[src/rtl/hs_tx_serializer.sv]
// HS lane transmitter: PPI byte handshake in, LSB-first serial lane out, wrapped in HS-zero/sync/trail.
// Optional HS-trail is built only when HS_TX_TRAIL_EN is defined.
module hs_tx_serializer #(
  parameter int unsigned ZERO_LEN  = 8,
  parameter int unsigned TRAIL_LEN = 16,
  parameter logic [7:0]  SYNC_BYTE = 8'hB8
) (
  input  logic       TxDDRClkHS,
  input  logic       RST,
  input  logic       TxRequestHS,
  input  logic [7:0] TxDataHS,
  output logic       TxReadyHS,
  output logic       TxActiveHS,
  output logic       HS_TX_EN,
  output logic       HS_TX_DATA,
  output logic       TxByteClkHS
);

  localparam int unsigned CNT_MAX = (ZERO_LEN > TRAIL_LEN) ? ZERO_LEN : TRAIL_LEN;
  localparam int unsigned CNT_W   = $clog2(CNT_MAX + 1);

  typedef enum logic [2:0] {
    IDLE  = 3'd0,
    ZERO  = 3'd1,
    SYNC  = 3'd2,
    DATA  = 3'd3,
    TRAIL = 3'd4
  } txState_e;

  txState_e         state;
  logic [2:0]       bi;
  logic [CNT_W-1:0] cnt;
  logic [7:0]       shreg;
  logic             startPend;
  logic [2:0]       byteCnt;

  // Outputs are updated together with the state, so they always describe the current bit cycle.
  // startPend delays burst start by one cycle after the request is sampled in IDLE.
  always_ff @(posedge TxDDRClkHS) begin
    if (RST) begin
      state       <= IDLE;
      bi          <= '0;
      cnt         <= '0;
      shreg       <= '0;
      startPend   <= 1'b0;
      byteCnt     <= '0;
      TxReadyHS   <= 1'b0;
      TxActiveHS  <= 1'b0;
      HS_TX_EN    <= 1'b0;
      HS_TX_DATA  <= 1'b0;
      TxByteClkHS <= 1'b0;
    end else begin
      byteCnt     <= byteCnt + 3'd1;
      TxByteClkHS <= (byteCnt < 3'd4);
      TxReadyHS   <= 1'b0;

      case (state)
        IDLE: begin
          if (startPend) begin
            state      <= ZERO;
            cnt        <= '0;
            startPend  <= 1'b0;
            HS_TX_EN   <= 1'b1;
            TxActiveHS <= 1'b1;
            HS_TX_DATA <= 1'b0;
          end else begin
            startPend <= TxRequestHS;
          end
        end

        ZERO: begin
          if (cnt == CNT_W'(ZERO_LEN - 1)) begin
            state      <= SYNC;
            bi         <= '0;
            HS_TX_DATA <= SYNC_BYTE[0];
          end else begin
            cnt <= cnt + CNT_W'(1);
          end
        end

        SYNC, DATA: begin
          if (bi == 3'd7) begin
            if (TxRequestHS) begin
              shreg      <= TxDataHS;
              state      <= DATA;
              bi         <= '0;
              HS_TX_DATA <= TxDataHS[0];
            end else begin
`ifdef HS_TX_TRAIL_EN
              // HS_TX_DATA still holds the last transmitted bit here
              state      <= TRAIL;
              cnt        <= '0;
              HS_TX_DATA <= ~HS_TX_DATA;
`else
              state      <= IDLE;
              HS_TX_EN   <= 1'b0;
              TxActiveHS <= 1'b0;
              HS_TX_DATA <= 1'b0;
`endif
            end
          end else begin
            bi         <= bi + 3'd1;
            HS_TX_DATA <= (state == SYNC) ? SYNC_BYTE[bi + 3'd1] : shreg[bi + 3'd1];
            TxReadyHS  <= (bi == 3'd6);
          end
        end

`ifdef HS_TX_TRAIL_EN
        TRAIL: begin
          if (cnt == CNT_W'(TRAIL_LEN - 1)) begin
            state      <= IDLE;
            HS_TX_EN   <= 1'b0;
            TxActiveHS <= 1'b0;
            HS_TX_DATA <= 1'b0;
          end else begin
            cnt <= cnt + CNT_W'(1);
          end
        end
`endif

        default: begin
          state      <= IDLE;
          HS_TX_EN   <= 1'b0;
          TxActiveHS <= 1'b0;
          HS_TX_DATA <= 1'b0;
        end
      endcase
    end
  end

endmodule

[config.mk]
export PLATFORM = sky130hd
export DESIGN_NAME = hs_tx_serializer
export DESIGN_NICKNAME = d
export VERILOG_FILES = /design/src/rtl/hs_tx_serializer.sv
export SDC_FILE = /design/constraint.sdc
export NUM_CORES = 1
export LEC_CHECK = 0
export ABC_AREA = 1
export CAP_MARGIN = 40
export CORE_MARGIN = 2
export CORE_UTILIZATION = 50
export DETAILED_ROUTE_END_ITERATION = 7
export PLACE_DENSITY_LB_ADDON = 0.1
export SYNTH_ARGS = -nofsm -noshare
export SYNTH_HDL_FRONTEND = slang
export SYNTH_SLANG_ARGS = --single-unit
export TNS_END_PERCENT = 20
[constraint.sdc]
create_clock -name TxDDRClkHS -period 2.1 [get_ports TxDDRClkHS]
set_input_delay 0.525 -clock TxDDRClkHS [delete_from_list [all_inputs] [get_ports TxDDRClkHS]]
set_output_delay 0.525 -clock TxDDRClkHS [all_outputs]
set_load 0.03 [all_outputs]
* Word level (Yosys, flattened, before mapping) *
Memories as Yosys holds them, arrays and structs flattened.
Index checks and enable logic that the tools add are counted.

word-level totals
  flip-flop bits (word level) = 27
  logic and storage cells = 67
  memory bits (read-only) = 8
  memories kept = 1
  output and inout bits = 5
  memory bits (writable) = 0
  bits in latches = 0
  bits of input ports = 11

cells by class
  shift-type cells = 0
  eq/ne operators = 12
  bitwise gates (word level) = 2
  divide/modulo/power cells = 0
  muxes and demuxes = 26
  $add $sub $neg = 3
  magnitude comparators = 2
  reduce and logical (&&, ||, !) cells = 11
  $mul = 0

memories
  name              words  width  read ports  clocked after memory_dff  wr ports  RTL line  RTL
  (name not given)  8      1      1           0                         0         103       HS_TX_DATA <= (state == SYNC) ? SYNC_BYTE[bi + 3'd1] : shreg[bi + 3'd1];

operators with widths
  kind                                                                  count
  3-bit two-way mux                                                     6
  3-bit AND reduction                                                   4
  1-bit two-way mux                                                     11
  5-bit two-way mux                                                     2
  2-bit inequality test, second input constant                          5
  5-bit one-hot mux with 2 select lines                                 1
  3-bit one-hot mux with 3 select lines                                 1
  3-bit by 1-bit adder with 3-bit output, second input constant         2
  3-bit by 2-bit == test with 1-bit output, second input constant       2
  3-bit == test, second input constant                                  2
  1-bit one-hot mux with 3 select lines                                 2
  3-bit one-hot mux with 2 select lines                                 1
  5-bit by 1-bit adder with 5-bit output, second input constant         1
  5-bit by 3-bit == test with 1-bit output, second input constant       1
  3-bit by 4-bit < comparator with 1-bit output, second input constant  1
  4-bit AND reduction                                                   1
  2-bit nonzero test                                                    2
  1-bit binary-select mux with 3-bit select                             1
  3-bit by 1-bit == test with 1-bit output, second input constant       1
  3-bit zero test                                                       1
  3-bit < comparator, second input constant                             1
  3-bit inequality test, second input constant                          1
  3-bit OR reduction                                                    1
  2-bit two-way mux                                                     1
  3 further kinds                                                       4

* Depth between registers and ports, before layout *
  word-level depth = 6
  mapped depth = 10
  depth with buffers taken out = 10

* Worst setup path after synthesis *
Ideal clock, no wire load.

  kind = flip-flop to flip-flop
  start point = register bi[0]
  end point = register shreg[3]
  data required time = 1.966 ns
  arrival = 1.371 ns
  buffers on the path = 1
  cell stages (with the launch flop) = 7
  slack = 0.595 ns
  clock period less this slack = 1.505 ns
  library setup time = 0.134 ns
  path through = dfxtp_1 ha_1 ha_1 clkbuf_1 nand2_1 nand2_1 a21oi_1

between the ends
  longest elaborated chain between the ends = 2

ends and longest elaborated chain
  element                        RTL line  RTL
  start: declaration             31        logic [2:0] bi;
  start signal: assignment       102       bi <= bi + 3'd1;
  3-bit == test                  82        if (bi == 3'd7) begin
  3-bit AND reduction (no line)  --
  end signal: assignment         84        shreg <= TxDataHS;
  end: declaration               33        logic [7:0] shreg;

No other way between the ends.
A chain may end at the register's enable or synchronous reset.

==> flow_summary.json <==
{
  "finish.instance_area_um2": 1440,
  "fmax_mhz": 530,
  "max_cap_violations": 0,
  "whs_ns": 0.430,
  "clk-insertion-delay-late_ns": 0.32,
  "die_w_um": 53.8,
  "ys.flop_type": "dfxtp_1",
  "startpoint_type": "flip-flop",
  "syn-cell-area_um2": 1240,
  "antenna_cells": 0,
  "root_buffer": "clkbuf_4",
  "drc": 0,
  "skew_ns": 0.00255,
  "status": "complete, no violations",
  "cts_resized": 0,
  "critical_path.slowest_cell": "clkdlybuf4s50_1",
  "start_util_pct": 51.4,
  "worst-slew-pin-transition_ns": 0.367,
  "wl_um": 2270,
  "htreeDepth": 1,
  "hpwlAfterDp_um": 1720,
  "synth_top_cell_by_area": "dfxtp_1",
  "arrival_ns": 1.36,
  "track_usage_pct": 18.0,
  "postCtsHoldBufs": 0,
  "power_density_nw_per_um2": 1020,
  "ys_ff_latch": 26,
  "drt_iter0_drc": 31,
  "vdd.ir_drop.worst_mv": 0.623,
  "cts_tree": "done",
  "synthArstFlopShare_pct": 0,
  "wl_per_cell_um": 11.1,
  "ant_nets": 0,
  "endpoint_kind": "output port",
  "die_area_um2": 2890,
  "yosys-top-cells-area": "dfxtp_1 (42%), nand2_1 (9.7%), a21oi_1 (7.3%)",
  "path_clk_slew_ns": 0.13,
  "cpLargestDelayFamily": "buffers and inverters",
  "reg2reg_slack_ns": 0.48,
  "finalCritPeriodShare_pct": 89.9,
  "yosysSeqAreaShare_pct": 42.0,
  "io_buffers": 15,
  "place_inst": 201,
  "fin_cells": 204,
  "placed_area_um2": 1410,
  "leakage_nw": 0.580,
  "synth_cell_types": 29,
  "cpPeakStageDelay_ns": 0.67,
  "slew_violations": 0,
  "grt_pass1_vias": 858,
  "antenna_found_initial": 0,
  "drive_above_1_share_pct": 16.1,
  "ios": 16,
  "numCtsBuffers": 3,
  "synth_top_area_share_pct": 42.0,
  "core-area_um2": 2410,
  "cp.required_ns": 1.57,
  "place_congestion": 0.801,
  "synth_edf_count": 0,
  "grt_max_degree": 22,
  "final_hold_viol_count": 0,
  "syn-num-nets": 175,
  "final_common_cell": "nand2_1",
  "grt_pass1_wl_um": 3700,
  "period_needed_ns": 1.89,
  "min_path_type": "reg -> reg",
  "overflow": 0,
  "layout.nets": 192,
  "finalSetupTns_ns": 0,
  "avgSynthCellArea_um2": 7.79,
  "die_h_um": 53.8,
  "synth_cells": 159,
  "firstDrtPassIters": 4,
  "final_cell_mix": "nand2_1 (32), dfxtp_1 (26), a21oi_1 (18)",
  "syn_to_final_growth_pct": 16.0,
  "slew_headroom_pct": 75.5,
  "critPathMaxFanout": 3,
  "num_rows": 18,
  "worstPathCellList": "clkdlybuf4s50_1",
  "vias": 1041,
  "synth_warnings": 0,
  "clockBufferDepth": 2,
  "critPathKind": "reg -> out",
  "rsz0062_at_grt": "false",
  "via_per_inst": 5.10,
  "setup_viol": 0,
  "path_buf_inv": 1,
  "postCtsSetupBuffers": 0,
  "clkSinkCount": 26
}
[final timing paths]
check / from / end / cells past startpoint
worst max-delay path: HS_TX_EN / TxActiveHS / 1
worst min-delay path: byteCnt[0] / byteCnt[0] / 1
worst max register to register: bi[0] / HS_TX_DATA / 10
worst min register to register: byteCnt[0] / byteCnt[0] / 1
[where the power goes]
part	total, mW	internal [mW]	leakage (nW)	switching (mW)
combinational	0.619	0.241	0.355	0.378
sequential	0.639	0.562	0.212	0.0775
clock	0.212	0.0673	0.0138	0.144
[metal layers]
layer / GRT usage [%] / routed length, um / up-vias / part of all wire (%)
li1: - / - / 546 / -
met5: 0 / 0 / - / 0
met2: 28.3 / 1020 / 17 / 45
met4: 7.69 / 40 / 0 / 1.8
met1: 23.6 / 1120 / 473 / 49
met3: 4.17 / 90 / 5 / 4.0
[through the flow]
stage               utilization [%]  power (mW)  setup WS, ns
finish                         59.6        1.47         0.212
global route                   59.6        1.58         0.128
CTS                            59.6        1.48         0.195
detailed placement             58.7        1.28         0.353
global placement               58.7        1.26         0.388
floorplan                         -        1.15         0.595
[logic make-up after synthesis]
logic type      Yosys count  synth area share, %
flops                    26                 42.0
simple gates             71                 27.7
buf+inv                  25                 9.19
fa+ha+maj                 5                 5.05
xor+xnor                  1                0.707
compound gates           31                 15.4
[synth_stat cells (2+ instances only)]
cell       n
inv_4      3
nand2_1   32
a21oi_1   18
o21ai_1    3
inv_2      5
a211oi_1   3
nand3_1   16
clkbuf_1   2
nor2_2     3
inv_1     11
nor3_1     2
o21ai_0    2
dfxtp_1   26
nand2_2    3
nor2_1    11
ha_1       5
nor2_4     2
[cell type report]
| type | count | area (um^2) |
|---|---|---|
| Inverter | 19 | 78.8 |
| Multi-Input combinational cell | 108 | 604 |
| Clock buffer | 3 | 22.5 |
| Timing Repair Buffer | 18 | 173 |
| Tap cell | 30 | 37.5 |
| Sequential cell | 26 | 520 |
| Fill cell | 239 | 973 |
[state kept, by name, indices dropped and copies added, names as in the netlist, 2 cells and up]
| name | cells |
|---|---|
| state | 2 |
| shreg | 8 |
| bi | 3 |
| cnt | 5 |
| byteCnt | 3 |
(Power assumes the default switching activity.)
